[src/rtl/matrix_scan_ctrl.sv]
// Row-scan sequencer for a 7x5 LED matrix: one-hot row select with dwell and
// blanking gaps, plus a double-buffered frame that swaps only at frame boundaries.
module matrix_scan_ctrl #(
  parameter int unsigned DIV   = 1000,
  parameter int unsigned BLANK = 2
) (
  input  logic        clk,
  input  logic        rst_n,
  input  logic        en,
  input  logic [34:0] frame_in,
  input  logic        frame_load,
  output logic        frame_ack,
  output logic        frame_start,
  output logic [6:0]  row_sel,
  output logic [2:0]  row_idx,
  output logic [34:0] disp
);

  localparam int unsigned MAXV = (DIV > BLANK) ? DIV : BLANK;
  localparam int unsigned CW   = (MAXV < 2) ? 1 : $clog2(MAXV);
  localparam logic [CW-1:0] DIV_LAST   = CW'(DIV - 1);
  localparam logic [CW-1:0] BLANK_LAST = CW'((BLANK > 0) ? BLANK - 1 : 0);

  localparam logic [1:0] S_IDLE  = 2'd0;
  localparam logic [1:0] S_BLANK = 2'd1;
  localparam logic [1:0] S_DWELL = 2'd2;

  logic [1:0]    state_q, state_d;
  logic [CW-1:0] cnt_q, cnt_d;
  logic [2:0]    row_idx_q, row_idx_d;
  logic [6:0]    row_sel_q, row_sel_d;
  logic          ack_q, ack_d;
  logic          fs_q, fs_d;
  logic [34:0]   disp_q, disp_d;
  logic [34:0]   back_q, back_d;
  logic          pend_q, pend_d;
  logic          swap;
  logic [2:0]    nxt_row;

  function automatic logic [6:0] onehot(input logic [2:0] idx);
    onehot = 7'b1 << idx;
  endfunction

  always_comb begin
    state_d   = state_q;
    cnt_d     = cnt_q + 1'b1;
    row_idx_d = row_idx_q;
    row_sel_d = row_sel_q;
    fs_d      = 1'b0;
    swap      = 1'b0;
    nxt_row   = (row_idx_q == 3'd6) ? 3'd0 : row_idx_q + 3'd1;
    case (state_q)
      S_IDLE: begin
        cnt_d     = '0;
        row_sel_d = '0;
        row_idx_d = '0;
        if (en) begin
          swap = pend_q;
          if (BLANK == 0) begin
            state_d   = S_DWELL;
            row_sel_d = onehot(3'd0);
            fs_d      = 1'b1;
          end else begin
            state_d = S_BLANK;
          end
        end
      end
      S_BLANK: begin
        if (!en) begin
          state_d   = S_IDLE;
          cnt_d     = '0;
          row_sel_d = '0;
          row_idx_d = '0;
        end else if (cnt_q == BLANK_LAST) begin
          state_d   = S_DWELL;
          cnt_d     = '0;
          row_sel_d = onehot(row_idx_q);
          fs_d      = (row_idx_q == 3'd0);
        end
      end
      S_DWELL: begin
        if (!en) begin
          state_d   = S_IDLE;
          cnt_d     = '0;
          row_sel_d = '0;
          row_idx_d = '0;
        end else if (cnt_q == DIV_LAST) begin
          cnt_d     = '0;
          row_idx_d = nxt_row;
          swap      = pend_q && (row_idx_q == 3'd6);
          // With no blanking gap the next row lights on the same edge the old one drops.
          if (BLANK == 0) begin
            row_sel_d = onehot(nxt_row);
            fs_d      = (nxt_row == 3'd0);
          end else begin
            state_d   = S_BLANK;
            row_sel_d = '0;
          end
        end
      end
      default: begin
        state_d   = S_IDLE;
        cnt_d     = '0;
        row_sel_d = '0;
        row_idx_d = '0;
      end
    endcase
  end

  // A load coinciding with a swap lands in back after the swap reads the old contents.
  always_comb begin
    ack_d  = swap;
    disp_d = swap ? back_q : disp_q;
    back_d = frame_load ? frame_in : back_q;
    pend_d = frame_load | (pend_q & ~swap);
  end

  always_ff @(posedge clk or negedge rst_n) begin
    if (!rst_n) begin
      state_q   <= S_IDLE;
      cnt_q     <= '0;
      row_idx_q <= '0;
      row_sel_q <= '0;
      ack_q     <= 1'b0;
      fs_q      <= 1'b0;
      disp_q    <= '0;
      back_q    <= '0;
      pend_q    <= 1'b0;
    end else begin
      state_q   <= state_d;
      cnt_q     <= cnt_d;
      row_idx_q <= row_idx_d;
      row_sel_q <= row_sel_d;
      ack_q     <= ack_d;
      fs_q      <= fs_d;
      disp_q    <= disp_d;
      back_q    <= back_d;
      pend_q    <= pend_d;
    end
  end

  assign row_sel     = row_sel_q;
  assign row_idx     = row_idx_q;
  assign frame_ack   = ack_q;
  assign frame_start = fs_q;
  assign disp        = disp_q;

endmodule
[config.mk]
export PLATFORM = sky130hd
export DESIGN_NAME = matrix_scan_ctrl
export DESIGN_NICKNAME = d
export VERILOG_FILES = /design/src/rtl/matrix_scan_ctrl.sv
export SDC_FILE = /design/constraint.sdc
export NUM_CORES = 1
export LEC_CHECK = 0
export CAP_MARGIN = 20
export CORE_MARGIN = 2
export CORE_UTILIZATION = 45
export CTS_CLUSTER_DIAMETER = 100
export DETAILED_ROUTE_END_ITERATION = 6
export HOLD_SLACK_MARGIN = 0.08
export PLACE_DENSITY_LB_ADDON = 0.2
export SLEW_MARGIN = 20
export SYNTH_ARGS = -nofsm -noshare
export SYNTH_HDL_FRONTEND = slang
export SYNTH_SLANG_ARGS = --single-unit
export TNS_END_PERCENT = 30
[constraint.sdc]
create_clock -name clk -period 1.9 [get_ports clk]
set_input_delay 0.19 -clock clk [delete_from_list [all_inputs] [get_ports clk]]
set_output_delay 0.19 -clock clk [all_outputs]
set_load 0.1 [all_outputs]
* After elaboration in Yosys (flattened, before gate mapping)
Cells that the tools add are included.
Cells by class: add/subtract/negate cells 2, multiply operators 0, divide/modulo/power cells 0, order comparisons 0, equal/unequal tests 9, shifts and indexed selects 1, muxes and demuxes 28, bitwise operators 3, reductions and logical operators 6
Operators with widths (count):
- two-way mux 10 bit | 4
- two-way mux 7 bit | 4
- case mux 10 bit (2 select lines) | 1
- case mux 7 bit (2 select lines) | 1
- two-way mux 3 bit | 4
- adder 10 x 1 -> 10 bit, second input constant | 1
- equality test 10 x 1 -> 1 bit, second input constant | 1
- equality test 10 bit, second input constant | 1
- two-way mux 2 bit | 5
- left shift 1 x 3 -> 7 bit, first input constant | 1
- two-way mux 1 bit | 6
- != test 3 bit, second input constant | 2
- case mux 2 bit (3 select lines) | 1
- case mux 3 bit (2 select lines) | 1
- != test 2 bit, second input constant | 2
- AND reduction 2 bit | 2
- adder 3 x 1 -> 3 bit, second input constant | 1
- equality test 3 bit, second input constant | 1
- logical NOT 3 bit | 1
- AND reduction 3 bit | 1
- equality test 2 x 1 -> 1 bit, second input constant | 1
- equality test 2 bit, second input constant | 1
- logical NOT 2 bit | 1
- case mux 1 bit (2 select lines) | 1
- other kinds (4) | 4
Word-level totals: register bits 95, bits in latches 0, bits in writable memories 0, memory bits (read-only) 0, input bits 39, output and inout bits 47, word-level logic and storage cells 58, memories kept 0

* Logic depth before layout (Yosys ltp)
Gate-level depths: netlist of run 1.
word-level depth 8, gate-level depth with buffers 7, mapped depth without buffers 6

* Worst setup path after synthesis of run 1
No wires, ideal clock.
path type reg-to-reg, from register row_idx_q[1] (netlist: row_idx[1]), to register disp_q[10] (netlist: disp[10]), setup time 125 ps, arrival time 2227 ps, data required time 1775 ps, slack -452 ps, stages on the path, launching flop included 6, buffers on the path 1, period minus slack after synthesis 2352 ps, path through dfrtp_1 > and4b_1 > nand4_1 > a21oi_4 > buf_6 > mux2_2
On the way: word-level cells in the longest chain between the ends 5
Ends and longest elaborated chain:
- from (decl) | RTL line 30 | logic [2:0] row_idx_q, row_idx_d;
- from (signal assigned) | RTL line 132 | row_idx_q <= row_idx_d;
- equality test 3 bit | RTL line 90 | swap = pend_q && (row_idx_q == 3'd6);
- logical AND 1 bit | RTL line 90
- two-way mux 1 bit | RTL line 87 | end else if (cnt_q == DIV_LAST) begin
- two-way mux 1 bit | RTL line 82 | if (!en) begin
- case mux 1 bit (2 select lines) | RTL line 52 | case (state_q)
- to (signal assigned) | RTL line 136 | disp_q <= disp_d;
- to (decl) | RTL line 34 | logic [34:0] disp_q, disp_d;
No other way between the ends. A chain may end at the register's enable or synchronous reset.

* Worst setup path in the final report of run 1
from register cnt_q[1], to register disp_q[28] (netlist: disp[28])
On the way: word-level cells in the longest chain between the ends 4
Ends and longest elaborated chain:
- from (decl) | RTL line 29 | logic [CW-1:0] cnt_q, cnt_d;
- from (signal assigned) | RTL line 131 | cnt_q <= cnt_d;
- equality test 10 bit | RTL line 87
- two-way mux 1 bit | RTL line 87
- two-way mux 1 bit | RTL line 82
- case mux 1 bit (2 select lines) | RTL line 52
No other way between the ends.

==> results.yml, run 1 <==
global_routing:
  grt_max_degree: 46
  grtUsageMet2_pct: 27.9
  grt_use_met1_pct: 26.5
  grt_overflow: 0
  antenna_found_initial: 0
  grt_use_met3_pct: 4.68
  grt_pass1_wl_um: 13900
  grt_usage_pct: 18.5
  grt_pass1_vias: 2660
  busiest_layer: "met2"
placement:
  place_area_mm2: 0.00496
  gp_congestion: 0.796
  port_buffers: 85
  placed_cells: 484
  dp_hpwl_um: 5310
clock_network:
  clk_pin_slew_ns: 0.09
  htree_levels: 3
  cts-buffers-inserted: 9
  tritoncts: "yes"
  clockRootBuffer: "clkbuf_8"
  cts_sinks: 95
  clock_path_buffers: 2
  clk_latency_ns: 0.36
timing:
  setup_viol: 18
  hold_violations: 0
  relSlewSlack_pct: 60.5
  worst_pin_slew_ns: 0.592
  layout_min_cycle_time_ns: 1.93
  maxSlewViolCount: 0
  fmax_mhz: 519
  fin_crit_sh_pct: 101
  fin_worst_skew_ns: 0.0119
  setup_slack_ns: -0.0258
  rsz0062_at_grt: "yes"
  tns_ns: -0.256
run_status:
  violations: "negative setup slack"
  status: "finished, violations left"
die:
  die_x_um: 97.3
  dieHeight_um: 97.3
  ioPinCount: 86
  die_area_mm2: 0.00947
  rows: 34
  core_mm2: 0.00859
  initial_core_util_pct: 45.6
synth:
  synthTopCellsByCount: "dfrtp_1 (95), mux2_2 (74), nor2_1 (18)"
  avgSynthCellArea_um2: 14.1
  yosysMostFrequentCell: "dfrtp_1"
  syn_inst: 277
  ys.flop_type: "dfrtp_1"
  ys_ff_latch: 95
  synth_edf_count: 0
  yosysWarnings: 0
  syn_area_mm2: 0.00392
  ys_types: 41
  synth_area_leader_cell: "dfrtp_1"
  synthTopCellsByArea: "dfrtp_1 (61%), mux2_2 (21%), ha_1 (2.2%)"
  synthArstFlopShare_pct: 100
  yosysSeqAreaShare_pct: 60.7
  synth_nets: 323
  synth_top_area_share_pct: 60.7
detailed_routing:
  drt-vias-per-instance: 5.10
  wirelength_um: 8360
  drtAntennaViolNets: 0
  drt_iter0_markers: 68
  drt-pass1-iter-count: 4
  wl_per_cell_um: 16.3
  vias: 2622
  post-route-drc-count: 0
worst_setup_path:
  worstReg2RegEnd: "disp[28]"
  r2r_cells: 7
  worstPathCellList: "ha_2 -> and4bb_1 -> nand4_1 -> a21oi_4 -> buf_6 -> buf_12 -> mux2_4"
  reg2reg_slack_ns: -0.03
  worstPathRequired_ns: 2.14
  critical_path.max_fanout: 8
  cp_slowest_cell: "dfrtp_1"
  crit_buf_inv: 2
  critPathKind: "flop to flop"
  cp_top_family: "simple AND/OR/NAND/NOR gates"
  crit_arrival_ns: 2.16
  timing.rr.start: "cnt_q[1]"
  cp-end-kind: "flop"
  critical_path.startpoint_type: "flop"
  slowest_delay_ns: 0.38
power:
  comb_power_share_pct: 56.4
  swShare_pct: 49.2
  power_frac_seq_pct: 28.8
  irDropWorstVdd_mv: 0.859
  internal_power_mw: 4.96
  power_density_mw_per_mm2: 1760
  switchingPower_mw: 4.80
  pwr-share-clk_pct: 14.9
  p_leak_nw: 2.53
final_layout:
  final_area_mm2: 0.00554
  fillers: 654
  layoutNonFillerInstCount: 514
  synthToLayoutAreaGrowth_pct: 41.5
  final_nets: 447
  drive_above_1_share_pct: 47.5
  final_util_pct: 64.5
  num_antenna_cells: 0
worst_hold_path:
  min_from: "frame_load"
  hold_class: "primary input to flop"
  worst_hold_path.num_cells: 3
  whs_endpoint: "pend_q"
run:
  cap_violations: 0
## area by class of cell
class / instances / area [um^2] / area share, %
sequential: 95 / 2390 / 43.1
inverter: 4 / 15.0 / 0.271
multi-input combinational: 167 / 1650 / 29.7
timing repair buffer: 124 / 1140 / 20.6
clock buffer: 10 / 128 / 2.30
tap: 108 / 135 / 2.44
clock inverter: 6 / 92.6 / 1.67
## power by group through the flow
stage                     Clock, mW  Sequential [mW]  Combinational [mW]
final                          1.45             2.81                5.50
after global routing           1.58             2.87                5.68
after CTS                      1.50             2.80                5.42
after detailed placement          0             2.83                4.95
after global placement            0             2.81                4.91
after floorplan                   0             5.72               0.884
## per-stage QoR
step	hold slack, ns	setup WS [ns]	power [mW]
2_1_floorplan	-0.106	-0.0755	6.61
4_1_cts	0.348	-0.0450	9.73
5_1_grt	0.371	-0.124	10.1
6_report	0.360	-0.0258	9.76
3_3_place_gp	0.231	-0.0221	7.71
3_5_place_dp	0.235	-0.0360	7.78
## sequential cells by signal (all words and copies together), names as in the netlist
signal       count
back_q          35
cnt_q           10
disp            35
frame_ack        1
frame_start      1
pend_q           1
row_idx          3
row_sel          7
state_q          2
## worst max path at each step
stage	start	end	slack, ns	cells past startpoint
floorplan	row_idx[0]	disp[10]	-0.08	5
global placement	cnt_q[1]	row_sel[5]	-0.02	6
global route	cnt_q[1]	disp[28]	-0.12	7
CTS	cnt_q[1]	disp[27]	-0.05	7
detailed placement	state_q[0]	disp[7]	-0.04	7
finish	cnt_q[1]	disp[28]	-0.03	7
## cells in the final DEF (no fill, tap or decap), types with 3 or more instances in the layout
cell type	Yosys	final
buf_12	0	5
ha_1	7	4
buf_6	3	3
dfrtp_4	0	3
nor3_1	4	4
and3_1	4	4
mux2_2	74	39
nor2_1	18	18
xnor2_1	6	6
clkdlybuf4s50_1	0	36
o21a_1	4	4
mux2_4	0	35
dfrtp_1	95	92
nand2_1	9	9
nand3_1	6	6
buf_4	0	75
inv_1	4	3
nor4_1	3	3
o21ai_0	3	3
clkbuf_8	0	9
## cell families after synthesis
kind of cell | Yosys count | synth area share (%)
and+or+nand+nor | 58 | 7.70
AOI/OAI and AO/OA | 19 | 3.99
DFF | 95 | 60.7
adders and majority gates | 7 | 2.24
muxes | 75 | 21.5
xor gates and xnor gates | 8 | 1.79
buffers and inverters | 15 | 2.08
## metal layers
layer | part of all wire (%) | up-vias
li1 | - | 1237
met1 | 47 | 1319
met2 | 47 | 58
met3 | 4.4 | 8
met4 | 1.1 | 0
met5 | 0 | -
## what timing repair did
| action | CTS | global route |
|---|---|---|
| resized for setup | 40 | 12 |
| gates cloned | 2 | 1 |
| endpoints found under the setup margin | 34 | 55 |
| endpoints found under the hold margin | 42 | 0 |
| buffers inserted | 6 | 5 |
| pin swaps | 5 | 4 |
| hold buffers | 1 | 0 |
## tightest hold or removal path: cells and delay by family
| family | cells | cell delay (ns) |
|---|---|---|
| AO/OA/AOI/OAI | 1 | 0.14 |
| buffers and inverters | 2 | 0.34 |
(Power assumes the default switching activity.)
==> inputs of run 2 (changes only) <==
Settings changed: CTS_CLUSTER_SIZE from default to 12.
==> results of run 2 <==
The final DEF is identical to that of run 1; final timing and power are the same.
==> patch: new RTL, config.mk and constraints of run 2 <==
Set the parameter `DIV` to 4000 (it was 1000).
--- a/src/rtl/matrix_scan_ctrl.sv
+++ b/src/rtl/matrix_scan_ctrl.sv
@@ -1,7 +1,7 @@
 // Row-scan sequencer for a 7x5 LED matrix: one-hot row select with dwell and
 // blanking gaps, plus a double-buffered frame that swaps only at frame boundaries.
 module matrix_scan_ctrl #(
-  parameter int unsigned DIV   = 1000,
+  parameter int unsigned DIV   = 4000,
   parameter int unsigned BLANK = 2
 ) (
   input  logic        clk,
Formal check against the unedited RTL: same outputs for any inputs over 10 cycles, from zero or initial values and one cycle with rst_n low; that may be too few to reach the edited logic, so the function may still have changed.
==> patch against run 2 <==
- count of clock-buffer cells in the layout fell by 1
- setup slack improved by 0.039 ns
- die area rose by 4.5%
- synthesized area rose by 4.7%
- clock skew fell by 0.0016 ns
- sequential cell count rose by 2
- cell area fell by 1.1%
- synthesized cell count rose by 0.36%
- sequential share of layout area rose by 1.4 points
- power fell by 0.84%
- critical endpoint is now disp[25]$_DFFE_PN0P_
- sequential power rose by 3%
- wire length fell by 3.0%
- non-clock buffer count fell by 8
- hold slack got worse by 0.031 ns
==> patch: results (changes against run 2) <==
GRT
  • Pin count of the biggest net entering global routing: 42 (was 46)
  • Tot GR Track Use: 17.1% (was 18.5%)
  • Number of global-route vias before repair: 2,748 (was 2,660)
  • Global-route wire length before repair: 13,200 um (was 13,900 um)

Power and ir drop
  • Net Sw Power: 4.87 mW (was 4.80 mW)
  • Power Clock: 1.20 mW (was 1.45 mW)
  • P_leak: 2.50 nW (was 2.53 nW)
  • Worst IR Drop VDD: 1.17 mV (was 0.859 mV)
  • Switching share of power: 50.4% (was 49.2%)

Placed design
  • Dpl hpwl: 5310 um (about the same)
  • GPL Wtd Cong: 0.870 (was 0.796)
  • DP Area: 0.00513 mm^2 (was 0.00496 mm^2)
  • Placed Instances: 485 (was 484)

Timing
  • Final setup viols: 0 (was 18)
  • Clk_skew: 0.0102 ns (was 0.0119 ns)
  • Worst hold margin: 0.329 ns (was 0.360 ns)
  • Slew HR: 68.1% (was 60.5%)

Yosys
  • Sequential fraction of the synthesis area: 59.2% (was 60.7%)
  • Synth cell count leaders: 97 x dfrtp_1, 50 x mux2_2, 28 x mux2_4, 15 x nor2_1 (was 95 x dfrtp_1, 74 x mux2_2, 18 x nor2_1, 9 x nand2_1, 7 x ha_1)
  • Net Count, Synth: 324 (was 323)
  • Synth Area in Compound Gates: 2.35% (was 3.99%)
  • Avg Cell Area, Syn: 14.8 um^2 (was 14.1 um^2)
  • Mux share of post-synthesis cell area: 24.0% (was 21.5%)
  • Post-synth cell types: 37 (was 41)
  • XOR/XNOR Fraction of Synth Area: 2.14% (was 1.79%)
  • Largest cells by area after synthesis: dfrtp_1 59%, mux2_2 14%, mux2_4 10%, ha_1 2.1%, nor2_1 1.4% (was dfrtp_1 61%, mux2_2 21%, ha_1 2.2%, nor2_1 1.7%, xnor2_1 1.3%)
  • Adder-cell area share of the yosys netlist: 2.14% (was 2.24%)

Routing
  • WL final: 8110 um (was 8360 um)
  • DR iter-0 viols: 74 (was 68)

Setup path
  • R2R Path End: disp[25]$_DFFE_PN0P_ (was disp[28]$_DFFE_PN0P_)
  • Flop2flop setup slack: 0.01 ns (was -0.03 ns)
  • Worst Path Max Fanout: 12 (was 8)
  • Largest stage delay, worst path: 0.40 ns (was 0.38 ns)
  • Critical Path AT: 2.14 ns (was 2.16 ns)
  • Delay-heaviest family, CP: flip-flops (was simple AND/OR/NAND/NOR gates)

Clocking
  • H-tree Lvls: 3 (unchanged)

Hold path
  • Hold crit path type: in2async (was in2reg)

Outcome
  • Status: completed (was finished with violations)

Finish
  • Fillers: 695 (was 654)
  • Post-layout instance area: 0.00548 mm^2 (was 0.00554 mm^2)
  • Final std cells w/o fill: 507 (was 514)
  • Final #Nets: 441 (was 447)
  • Layout cells sized above 1: 46.9% (was 47.5%)
## patch: cell types whose count changed after synthesis, moves of 3 or more
cell / delta
buf_6: -3
buf_8: +3
inv_1: +3
mux2_2: -24
mux2_4: +28
nand2_1: -3
nor2_1: -3
o21a_1: -4
xor2_1: +3
## patch: per-layer routing
layer / part of all wire, % / GRT usage [%] / up-vias
met5: 0 / 0 / -
met4: 1.5 / 6.22 / 0
met1: 46 / 23.1 / 1284
met2: 47 / 26.6 / 64
li1: - / - / 1208
met3: 5.1 / 4.78 / 9
## patch: cell type report
class                           count  area share [%]
Clock buffer                        9            2.26
Clock inverter                      6           0.822
Inverter                            7           0.479
Multi-Input combinational cell    164            30.0
Sequential cell                    97            44.5
Tap cell                          108            2.46
Timing Repair Buffer              116            19.5
## patch: logic make-up (layout without fill, tap and decap cells)
| logic type | after synthesis | after routing |
|---|---|---|
| AO/OA/AOI/OAI | 13 | 13 |
| flip-flops | 97 | 97 |
| multiplexers | 78 | 78 |
| adder cells (fa/ha/maj) | 7 | 7 |
| AND/OR/NAND/NOR | 56 | 56 |
| XOR/XNOR | 10 | 10 |
| buffers and inverters | 17 | 138 |
## patch: what timing repair did
item | CTS | global route
cloned | 0 | 3
buffers inserted | 0 | 3
gates resized for setup | 1 | 17
pin swaps | 0 | 4
hold buffers | 1 | 0
setup endpoints to repair | 2 | 47
hold endpoints to repair | 33 | 0
## patch: through the flow
| stage | worst slack [ns] | setup TNS (ns) |
|---|---|---|
| 6_report | 0.0129 | 0 |
| 3_5_place_dp | -0.0337 | -0.0590 |
| 4_1_cts | 0.0190 | 0 |
| 5_1_grt | -0.0826 | -1.85 |
| 3_3_place_gp | 0.0406 | 0 |
| 2_1_floorplan | -0.0820 | -2.22 |
